===== src/rtl/npu_os_tile_ctrl_pkg.sv =====
// Shared definitions for the output-stationary tile sequencer.
//   - os_ctrl_state_e : sequencer phase encoding
//   - PARA_*_OFS      : byte offsets of the NPU_PARA tile registers
//   - FLUSH_CYCLES    : skew flush length for the default 16x16 array
//   - flush_cycles()  : the same length for any array dimension
package npu_os_tile_ctrl_pkg;

    typedef enum logic [2:0] {
        IDLE  = 3'd0,
        CLEAR = 3'd1,
        FEED  = 3'd2,
        FLUSH = 3'd3,
        DRAIN = 3'd4,
        DONE  = 3'd5
    } os_ctrl_state_e;

    localparam logic [7:0] PARA_STATUS_OFS = 8'h04;
    localparam logic [7:0] PARA_A_BASE_OFS = 8'h08;
    localparam logic [7:0] PARA_A_ROWS_OFS = 8'h0C;
    localparam logic [7:0] PARA_W_BASE_OFS = 8'h10;
    localparam logic [7:0] PARA_W_COLS_OFS = 8'h14;
    localparam logic [7:0] PARA_O_BASE_OFS = 8'h18;

    // Width of the reduction-length counter (max K = 65536).
    localparam int K_CNT_W = 16;

    localparam int ARRAY_DIM_DEFAULT = 16;
    localparam int FLUSH_CYCLES      = 2 * ARRAY_DIM_DEFAULT - 1;

    // One read-latency cycle plus 2*(dim-1) cycles of skew propagation.
    function automatic int flush_cycles(input int dim);
        return 2 * dim - 1;
    endfunction

endpackage


===== src/rtl/npu_os_tile_ctrl_os_phase_counter.sv =====
// Loadable down-counter that times one sequencer phase.
// Ports:
//   clk_i, rst_ni : clock, asynchronous active-low reset
//   load_i        : load load_val_i (has priority over dec_i)
//   load_val_i    : phase length minus one
//   dec_i         : count down by one; holds at zero
//   count_o       : current count
//   tc_o          : terminal count, high while the count is zero
module os_phase_counter #(
    parameter int Width = 16
) (
    input  logic             clk_i,
    input  logic             rst_ni,
    input  logic             load_i,
    input  logic [Width-1:0] load_val_i,
    input  logic             dec_i,
    output logic [Width-1:0] count_o,
    output logic             tc_o
);

    logic [Width-1:0] count_reg;

    always_ff @(posedge clk_i or negedge rst_ni) begin
        if (!rst_ni) begin
            count_reg <= '0;
        end else if (load_i) begin
            count_reg <= load_val_i;
        end else if (dec_i && (count_reg != '0)) begin
            count_reg <= count_reg - Width'(1);
        end
    end

    assign count_o = count_reg;
    assign tc_o    = (count_reg == '0);

endmodule


===== src/rtl/npu_os_tile_ctrl.sv =====
// Sequencer for one output-stationary tile on the ARRAY_DIM x ARRAY_DIM
// systolic array: clear accumulators, feed K A/W vectors, flush the skew,
// drain ARRAY_DIM result rows into the output buffer, then pulse done.
// Ports:
//   clk_i, rst_ni            : clock, asynchronous active-low reset
//   start_i                  : one-cycle start pulse (ignored while busy)
//   a/w/o_base_addr_i        : buffer base addresses (low BUF_AW bits used)
//   a_num_rows_i/w_num_cols_i: K-1 from both sides (low 16 bits, must match)
//   abuf_*/wbuf_*            : A/W buffer read enables and addresses
//   pe_clear_o, pe_valid_o   : accumulator clear, read data valid
//   drain_en_o, drain_row_o  : array row readout select
//   obuf_wen_o, obuf_waddr_o : output buffer row write
//   busy_o, done_o, err_o    : status (err_o is sticky K-mismatch)
module npu_os_tile_ctrl
    import npu_os_tile_ctrl_pkg::*;
#(
    parameter int ARRAY_DIM = 16,
    parameter int BUF_AW    = 10,
    parameter int DWidth    = 32
) (
    input  logic                         clk_i,
    input  logic                         rst_ni,
    input  logic                         start_i,
    input  logic [DWidth-1:0]            a_base_addr_i,
    input  logic [DWidth-1:0]            a_num_rows_i,
    input  logic [DWidth-1:0]            w_base_addr_i,
    input  logic [DWidth-1:0]            w_num_cols_i,
    input  logic [DWidth-1:0]            o_base_addr_i,
    output logic                         abuf_ren_o,
    output logic [BUF_AW-1:0]            abuf_raddr_o,
    output logic                         wbuf_ren_o,
    output logic [BUF_AW-1:0]            wbuf_raddr_o,
    output logic                         pe_clear_o,
    output logic                         pe_valid_o,
    output logic                         drain_en_o,
    output logic [$clog2(ARRAY_DIM)-1:0] drain_row_o,
    output logic                         obuf_wen_o,
    output logic [BUF_AW-1:0]            obuf_waddr_o,
    output logic                         busy_o,
    output logic                         done_o,
    output logic                         err_o
);

    localparam int RowW = $clog2(ARRAY_DIM);
    localparam logic [K_CNT_W-1:0] FlushLoad = K_CNT_W'(flush_cycles(ARRAY_DIM) - 1);
    localparam logic [K_CNT_W-1:0] DrainLoad = K_CNT_W'(ARRAY_DIM - 1);

    os_ctrl_state_e       state_reg;
    logic [BUF_AW-1:0]    a_base_reg;
    logic [BUF_AW-1:0]    w_base_reg;
    logic [BUF_AW-1:0]    o_base_reg;
    logic [K_CNT_W-1:0]   k_m1_reg;

    logic                 cnt_load;
    logic [K_CNT_W-1:0]   cnt_load_val;
    logic                 cnt_dec;
    logic [K_CNT_W-1:0]   cnt_count;
    logic                 cnt_tc;

    logic k_match;
    assign k_match = (a_num_rows_i[K_CNT_W-1:0] == w_num_cols_i[K_CNT_W-1:0]);

    // A single counter times FEED, FLUSH and DRAIN back to back: it is
    // reloaded on the last cycle of the preceding phase, so each phase
    // starts with its full length already in place.
    always_comb begin
        cnt_load     = 1'b0;
        cnt_load_val = '0;
        cnt_dec      = 1'b0;
        case (state_reg)
            CLEAR: begin
                cnt_load     = 1'b1;
                cnt_load_val = k_m1_reg;
            end
            FEED: begin
                if (cnt_tc) begin
                    cnt_load     = 1'b1;
                    cnt_load_val = FlushLoad;
                end else begin
                    cnt_dec = 1'b1;
                end
            end
            FLUSH: begin
                if (cnt_tc) begin
                    cnt_load     = 1'b1;
                    cnt_load_val = DrainLoad;
                end else begin
                    cnt_dec = 1'b1;
                end
            end
            DRAIN:   cnt_dec = 1'b1;
            default: ;
        endcase
    end

    os_phase_counter #(
        .Width (K_CNT_W)
    ) u_phase_cnt (
        .clk_i      (clk_i),
        .rst_ni     (rst_ni),
        .load_i     (cnt_load),
        .load_val_i (cnt_load_val),
        .dec_i      (cnt_dec),
        .count_o    (cnt_count),
        .tc_o       (cnt_tc)
    );

    // Outputs are registered: each transition writes the values that belong
    // to the state being entered, so they line up with state_reg.
    always_ff @(posedge clk_i or negedge rst_ni) begin
        if (!rst_ni) begin
            state_reg    <= IDLE;
            a_base_reg   <= '0;
            w_base_reg   <= '0;
            o_base_reg   <= '0;
            k_m1_reg     <= '0;
            abuf_ren_o   <= 1'b0;
            abuf_raddr_o <= '0;
            wbuf_ren_o   <= 1'b0;
            wbuf_raddr_o <= '0;
            pe_clear_o   <= 1'b0;
            pe_valid_o   <= 1'b0;
            drain_en_o   <= 1'b0;
            drain_row_o  <= '0;
            obuf_wen_o   <= 1'b0;
            obuf_waddr_o <= '0;
            busy_o       <= 1'b0;
            done_o       <= 1'b0;
            err_o        <= 1'b0;
        end else begin
            pe_clear_o <= 1'b0;
            done_o     <= 1'b0;
            // Buffer read data arrives one cycle after the read enable.
            pe_valid_o <= abuf_ren_o;
            case (state_reg)
                IDLE: begin
                    if (start_i) begin
                        if (k_match) begin
                            a_base_reg <= a_base_addr_i[BUF_AW-1:0];
                            w_base_reg <= w_base_addr_i[BUF_AW-1:0];
                            o_base_reg <= o_base_addr_i[BUF_AW-1:0];
                            k_m1_reg   <= a_num_rows_i[K_CNT_W-1:0];
                            err_o      <= 1'b0;
                            busy_o     <= 1'b1;
                            pe_clear_o <= 1'b1;
                            state_reg  <= CLEAR;
                        end else begin
                            err_o <= 1'b1;
                        end
                    end
                end
                CLEAR: begin
                    abuf_ren_o   <= 1'b1;
                    wbuf_ren_o   <= 1'b1;
                    abuf_raddr_o <= a_base_reg;
                    wbuf_raddr_o <= w_base_reg;
                    state_reg    <= FEED;
                end
                FEED: begin
                    if (cnt_tc) begin
                        abuf_ren_o   <= 1'b0;
                        wbuf_ren_o   <= 1'b0;
                        abuf_raddr_o <= '0;
                        wbuf_raddr_o <= '0;
                        state_reg    <= FLUSH;
                    end else begin
                        abuf_raddr_o <= abuf_raddr_o + BUF_AW'(1);
                        wbuf_raddr_o <= wbuf_raddr_o + BUF_AW'(1);
                    end
                end
                FLUSH: begin
                    if (cnt_tc) begin
                        drain_en_o   <= 1'b1;
                        obuf_wen_o   <= 1'b1;
                        drain_row_o  <= '0;
                        obuf_waddr_o <= o_base_reg;
                        state_reg    <= DRAIN;
                    end
                end
                DRAIN: begin
                    if (cnt_tc) begin
                        drain_en_o   <= 1'b0;
                        obuf_wen_o   <= 1'b0;
                        drain_row_o  <= '0;
                        obuf_waddr_o <= '0;
                        done_o       <= 1'b1;
                        state_reg    <= DONE;
                    end else begin
                        drain_row_o  <= drain_row_o + RowW'(1);
                        obuf_waddr_o <= obuf_waddr_o + BUF_AW'(1);
                    end
                end
                DONE: begin
                    busy_o    <= 1'b0;
                    state_reg <= IDLE;
                end
                default: state_reg <= IDLE;
            endcase
        end
    end

    // Register bits above the used address/length fields are ignored.
    logic unused_bits;
    assign unused_bits = ^{a_base_addr_i[DWidth-1:BUF_AW], w_base_addr_i[DWidth-1:BUF_AW],
                           o_base_addr_i[DWidth-1:BUF_AW], a_num_rows_i[DWidth-1:K_CNT_W],
                           w_num_cols_i[DWidth-1:K_CNT_W], cnt_count};

endmodule


===== config.mk =====
export PLATFORM = sky130hd
export DESIGN_NAME = npu_os_tile_ctrl
export DESIGN_NICKNAME = d
export VERILOG_FILES = /design/src/rtl/npu_os_tile_ctrl_pkg.sv /design/src/rtl/npu_os_tile_ctrl_os_phase_counter.sv /design/src/rtl/npu_os_tile_ctrl.sv
export SDC_FILE = /design/constraint.sdc
export NUM_CORES = 1
export LEC_CHECK = 0
export CORE_UTILIZATION = 45
export DETAILED_ROUTE_END_ITERATION = 8
export GPL_TIMING_DRIVEN = 0
export PLACE_DENSITY = 0.89
export RECOVER_POWER = 25
export SETUP_SLACK_MARGIN = 0.05
export SLEW_MARGIN = 0
export SYNTH_ARGS = -nofsm -noshare
export SYNTH_HDL_FRONTEND = slang
export SYNTH_SLANG_ARGS = --single-unit

===== constraint.sdc =====
create_clock -name clk_i -period 3.2 [get_ports clk_i]
set_clock_uncertainty 0.2 [all_clocks]
set_input_delay 0.64 -clock clk_i [delete_from_list [all_inputs] [get_ports clk_i]]
set_output_delay 0.64 -clock clk_i [all_outputs]
set_load 0.02 [all_outputs]

==> out/qor.yml, run 1 <==
postCtsResizedCells: 0
first_pass_iters: 7
cts_setup_buffers: 0
syn_nets: 667
ys_seq_area_share_pct: 48.53
rr_worst_depth: 8
wirelength_um: 14430
final_max_slew_viol_count: 33
dp_hpwl_um: 10600
grt_pass1_vias: 4745
grt_overflow: 0
holdCritStartpoint: "wbuf_ren_o$_DFFE_PN0P_"
reg2reg_slack_ns: 0.35
failed_checks: "design-rule violations, max-capacitance violations, max-slew violations"
ir_worst_vdd_mv: 0.3310
cts_made_buffers: 9
r2r_start: "u_phase_cnt.count_o[0]$_DFFE_PN0P_"
vias_per_cell: 6.025
synth_cells: 498
synth_area_sq_um: 5465
hold_path.class: "reg2reg"
critPathMaxFanout: 10
fmax_ghz: 0.3509
cp-startpoint: "u_phase_cnt.count_o[0]$_DFFE_PN0P_"
cts_root_buffer: "clkbuf_16"
end_kind: "register"
nets: 786
grt_pass1_wl_um: 23920
slew_headroom_pct: -22.31
synthArstFlopShare_pct: 100.0
fin_crit_ns: 2.850
hold_slack_ns: 0.2817
ys_top_cells_by_area: "dfrtp_1 (49%), mux2_2 (5.8%), mux2_4 (4.9%)"
cts_tree: "built"
ios: 206
cpPeakStageDelay_ns: 0.45
die_y_um: 112.2
vias: 4609
static-leakage-power_nw: 3.139
antenna_cells: 0
synth.ff_latch_count: 106
tightest_slew_ns: 1.835
final-hold-violation-count: 0
clock-sinks: 106
io_buffer_count: 107
postSynthAreaPerCell_sq_um: 10.97
core-area_sq_um: 11610
grt_usage_pct: 24.12
drt_iter0_markers: 399
antenna_found_initial: 0
finalSetupViolations: 0
multi_input_area_sq_um: 2638
nFillCells: 934
crit_chain: "inv_1, ha_1, nor4b_1, nand4_2, nand2_2, buf_4, o21ai_0, a221o_1"
dieWidth_um: 112.2
grt_setup_unrepaired: "false"
arrival_ns: 2.88
gp_congestion: 0.8942
start_kind: "register"
drive_above_1_share_pct: 14.47
synth_ff_type: "dfrtp_1"
regArea_sq_um: 2653
rows: 39
start_util_pct: 47.06
critical_path_class: "reg2reg"
detail_route.wl_per_cell_um: 18.86
ys_warn_count: 0
htreeDepth: 3
ant_nets: 0
status: "finished with violations"
clkLatencyLatePin_ns: 0.35
cts_buffer_depth: 2
ctsHoldBuffers: 0
fin_crit_sh_pct: 89.06
whs_endpoint: "pe_valid_o$_DFF_PN0_"
grt_max_degree: 75
cp.required_ns: 3.23
route.detailed.drc: 10
ys_types: 61
max_cap_viol_count: 1
power.density_nw_per_um2: 580.2
reg2reg_to: "abuf_raddr_o[2]$_DFFE_PN0P_"
critPathSlowestCell: "dfrtp_1"
min_delay_path_depth: 0
synth_top_area_share_pct: 48.53
die_area_sq_um: 12590
synthTopCellsByCount: "dfrtp_1 (106), nand2_1 (37), o21ai_0 (33)"
synth.most_common_cell: "dfrtp_1"
synth_edf_count: 0
clk_pin_slew_ns: 0.07
syn2layout_area_growth_pct: 28.80
synth_area_leader_cell: "dfrtp_1"
setup_tns_ns: 0
worst max path at each step:
stage / endpoint / cells past startpoint / slack, ns
global placement: k_m1_reg[12]$_DFFE_PN0P_ / 1 / -2.62
global route: abuf_raddr_o[2]$_DFFE_PN0P_ / 8 / 0.09
floorplan: abuf_raddr_o[5]$_DFFE_PN0P_ / 8 / 0.93
detailed placement: w_base_reg[5]$_DFFE_PN0P_ / 8 / 0.13
finish: abuf_raddr_o[2]$_DFFE_PN0P_ / 8 / 0.35
CTS: abuf_raddr_o[2]$_DFFE_PN0P_ / 8 / 0.35
critical path: cells and delay by family, from the launching register on:
family                     cells  cell delay, ns
AOI/OAI and AO/OA              2            0.43
DFF                            1            0.45
and+or+nand+nor                3            1.10
buffers and inverters          2            0.33
adders and majority gates      1            0.22
cells in the final DEF (no fill, tap or decap), types with 5 or more instances in the layout:
| cell type | n |
|---|---|
| nand2_1 | 37 |
| buf_4 | 5 |
| nor3_1 | 19 |
| ha_1 | 6 |
| a22o_1 | 6 |
| xor2_1 | 11 |
| dfrtp_1 | 106 |
| mux2_4 | 18 |
| nor2_1 | 22 |
| nand3_1 | 16 |
| nor3b_1 | 14 |
| buf_2 | 11 |
| mux2_2 | 28 |
| xnor2_1 | 6 |
| and3_1 | 12 |
| clkbuf_1 | 5 |
| or3_1 | 5 |
| mux2i_1 | 6 |
| o21ai_0 | 33 |
| clkbuf_16 | 9 |
| a21oi_1 | 15 |
| o211ai_1 | 5 |
| nor4_1 | 7 |
| clkdlybuf4s50_1 | 106 |
| a21o_1 | 6 |
| a221o_1 | 16 |
| inv_1 | 10 |
| o2bb2ai_1 | 5 |
power breakdown:
| part | internal (mW) | switching, mW |
|---|---|---|
| registers | 1.50 | 0.212 |
| clock network | 0.613 | 0.525 |
| logic | 0.553 | 0.677 |
cells by family after synthesis:
group / after synthesis / synth area share [%]
AO/OA/AOI/OAI: 123 / 15.82
XOR/XNOR: 17 / 2.724
adder cells (fa/ha/maj): 6 / 1.374
buffers and inverters: 34 / 3.205
flip-flops: 106 / 48.53
multiplexers: 52 / 11.81
AND/OR/NAND/NOR: 160 / 16.53
metrics by stage:
stage          worst slack, ns  area [sq um]  power (mW)  cells  utilization [%]
2_1_floorplan           0.9269          5465       2.437    498                -
3_3_place_gp            -2.620          6715       2.882    748            57.82
3_5_place_dp            0.1257          6740       2.957    749            58.04
4_1_cts                 0.3519          7043       4.088    765            60.64
5_1_grt                0.08579          7039       4.291    765            60.61
6_report                0.3501          7039       4.084    765            60.61
cell type report:
| class | instances | area share (%) |
|---|---|---|
| buffer | 24 | 1.955 |
| clock buffer | 9 | 3.199 |
| timing repair buffer | 108 | 15.52 |
| clock inverter | 7 | 1.102 |
| tap | 143 | 2.542 |
| multi-input combinational | 358 | 37.47 |
| sequential | 106 | 37.68 |
| inverter | 10 | 0.5332 |
layer usage:
metal | GRT usage [%] | vias to the layer above | wire (um)
met2 | 41.24 | 183 | 7216
met5 | 0 | - | 0
li1 | - | 2106 | -
met3 | 5.886 | 14 | 861
met1 | 30.44 | 2306 | 6202
met4 | 6.933 | 0 | 146
(Power assumes the default switching activity.)
==> run 2: changes to the inputs <==
--- a/config.mk
+++ b/config.mk
@@ -5,9 +5,9 @@
 export SDC_FILE = /design/constraint.sdc
 export NUM_CORES = 1
 export LEC_CHECK = 0
+export ABC_CLOCK_PERIOD_IN_PS = 3200
 export CORE_UTILIZATION = 45
 export DETAILED_ROUTE_END_ITERATION = 8
-export GPL_TIMING_DRIVEN = 0
 export PLACE_DENSITY = 0.89
 export RECOVER_POWER = 25
 export SETUP_SLACK_MARGIN = 0.05
==> out/qor.yml, run 2 (synthesis gave the netlist of run 1 again) <==
status: "finished with violations"  # unchanged
failed_checks: "design-rule violations"  # was design-rule violations, max-capacitance violations, max-slew violations
critical_path_class: "reg2reg"  # unchanged
hold_path.class: "reg2reg"  # unchanged
tightest_slew_ns: 1.419  # was 1.835 ns
finalSetupViolations: 0  # unchanged
grt_usage_pct: 22.25  # was 24.12%
postCtsResizedCells: 0  # unchanged
regArea_sq_um: 2653  # unchanged
cts_made_buffers: 9  # unchanged
clock_power_share_pct: 27.0  # was 27.9%
multi_input_area_sq_um: 2638  # unchanged
nets: 770  # was 786
fin_crit_ns: 2.840  # was 2.850 ns
final-hold-violation-count: 0  # unchanged
cpPeakStageDelay_ns: 0.77  # was 0.45 ns
start_kind: "register"  # unchanged
dieWidth_um: 112.2  # unchanged
critPathSlowestCell: "o21ai_1"  # was dfrtp_1
highest_layer: "met4"  # unchanged
grt_max_degree: 107  # was 75
static-leakage-power_nw: 3.078  # was 3.139 nW
ios: 206  # unchanged
antenna_cells: 0  # unchanged
arrival_ns: 2.88  # about the same
most-common-layout-cells: "dfrtp_1 (106), clkdlybuf4s50_1 (106), nand2_1 (37)"  # unchanged
ctsHoldBuffers: 0  # unchanged
cts_setup_buffers: 0  # unchanged
syn2layout_area_growth_pct: 27.01  # was 28.80%
vias_per_cell: 6.052  # was 6.025
power.internal_mw: 2.581  # was 2.670 mW
m1WireLength_um: 5767  # was 6202 um
end_kind: "register"  # unchanged
grt_overflow: 0  # unchanged
drive_above_1_share_pct: 13.37  # was 14.47%
setup_tns_ns: 0  # unchanged
timing.critical_path.buf_inv: 1  # was 2
clk_pin_slew_ns: 0.07  # about the same
die_y_um: 112.2  # unchanged
cts_root_buffer: "clkbuf_16"  # unchanged
clkLatencyLatePin_ns: 0.35  # about the same
max_cap_viol_count: 0  # was 1
start_util_pct: 47.06  # unchanged
io_buffer_count: 107  # unchanged
cp-startpoint: "u_phase_cnt.count_o[0]$_DFFE_PN0P_"  # unchanged
nFillCells: 935  # was 934
vias: 4533  # was 4,609
crit_chain: "inv_1, ha_1, nor4b_1, and4_1, o21ai_1, o21ai_0, a22o_1"  # was inv_1, ha_1, nor4b_1, nand4_2, nand2_2, buf_4, o21ai_0, a221o_1
cts_buffer_depth: 2  # unchanged
critical-path-top-delay-family: "compound AO/OA/AOI/OAI gates"  # was simple AND/OR/NAND/NOR gates
ant_nets: 0  # unchanged
fin_crit_sh_pct: 88.74  # was 89.06%
total_power_mw: 3.956  # was 4.084 mW
power.density_nw_per_um2: 569.9  # was 580.2 nW/um^2
seq_power_share_pct: 43.9  # was 42.0%
clock-sinks: 106  # unchanged
rows: 39  # unchanged
wl_met3_um: 881  # was 861 um
dp_hpwl_um: 9373  # was 10,600 um
htreeDepth: 3  # unchanged
holdCritStartpoint: "o_base_reg[8]$_DFFE_PN0P_"  # was wbuf_ren_o$_DFFE_PN0P_
critPathMaxFanout: 15  # was 10
slew_headroom_pct: 5.389  # was -22.31%
cp.required_ns: 3.24  # was 3.23 ns
fmax_ghz: 0.3521  # was 0.3509 GHz
detail_route.wl_per_cell_um: 17.93  # was 18.86 um
comb_power_share_pct: 29.1  # was 30.1%
core-area_sq_um: 11610  # unchanged
cts_tree: "built"  # unchanged
grt_pass1_vias: 4563  # was 4,745
first_pass_iters: 7  # unchanged
drt_iter0_markers: 392  # was 399
route.detailed.drc: 10  # unchanged
ir_worst_vdd_mv: 0.2754  # was 0.3310 mV
grt_pass1_wl_um: 22430  # was 23,920 um
p_sw_share_pct: 34.75  # was 34.62%
die_area_sq_um: 12590  # unchanged
p_switching_mw: 1.375  # was 1.414 mW
r2r_start: "u_phase_cnt.count_o[0]$_DFFE_PN0P_"  # unchanged
grt_setup_unrepaired: "false"  # unchanged
antenna_found_initial: 0  # unchanged
final_max_slew_viol_count: 0  # was 33
wirelength_um: 13430  # was 14,430 um
wl_met2_um: 6544  # was 7216 um
gp_congestion: 0.8785  # was 0.8942
==> run 2: cell count changes in the layout (fill, tap and decap cells not counted) <==
cell	delta
buf_16	-1
clkbuf_8	+1
bufinv_16	-1
clkbuf_1	-5
clkbuf_4	+2
buf_2	-11
buf_12	+1
buf_4	+2
inv_6	+1
clkinv_4	-1
buf_6	-2
buf_1	-2
==> run 2: final cells by class <==
cell class              instances  area share (%)
flip-flops and latches        106           38.21
multi-input cells             358           38.00
repair buffers                116           16.55
clock buffers                  10           3.443
well taps                     143           2.578
clock inverters                 6          0.6849
inverters                      10          0.5407
==> run 2: tightest hold or removal path: cells and delay by family (launching register included) <==
family | cells | cell delay [ns]
flip-flops | 1 | 0.34
AND/OR/NAND/NOR | 2 | 0.11
==> run 2: final timing paths <==
kind | end | slack (ns) | cells after the start
setup / recovery | u_phase_cnt.count_o[6]$_DFFE_PN0P_ | 0.36 | 7
hold / removal | obuf_waddr_o[8]$_DFFE_PN0P_ | 0.28 | 2
setup reg to reg | u_phase_cnt.count_o[6]$_DFFE_PN0P_ | 0.36 | 7
hold reg to reg | obuf_waddr_o[8]$_DFFE_PN0P_ | 0.28 | 2
max in group asynchronous | obuf_waddr_o[6]$_DFFE_PN0P_ | 1.36 | 2
min in group asynchronous | abuf_raddr_o[2]$_DFFE_PN0P_ | 0.56 | 2
==> run 2: routing by layer <==
layer  vias to the layer above  global-route usage, %
li1                       2069                      -
met1                      2220                  28.36
met2                       219                  37.97
met3                        25                  4.320
met4                         0                  7.733
met5                         -                      0
==> run 2: per-stage QoR <==
step / utilization [%] / cells / area (sq um) / hold slack, ns / setup WS [ns]
global placement: 57.41 / 733 / 6668 / 0.2451 / 0.3495
floorplan: - / 498 / 5465 / 0.1444 / 0.9269
finish: 59.77 / 749 / 6942 / 0.2769 / 0.3602
CTS: 59.88 / 749 / 6954 / 0.1927 / 0.4045
detailed placement: 57.41 / 733 / 6668 / 0.2622 / 0.2573
global route: 59.77 / 749 / 6942 / 0.3106 / 0.1657
==> run 2: power by group through the flow <==
stage	Sequential [mW]	Clock, mW	Combinational (mW)
floorplan	1.76	0	0.676
global placement	1.74	0	1.10
detailed placement	1.75	0	1.15
CTS	1.73	1.09	1.16
global route	1.76	1.14	1.26
finish	1.74	1.07	1.15
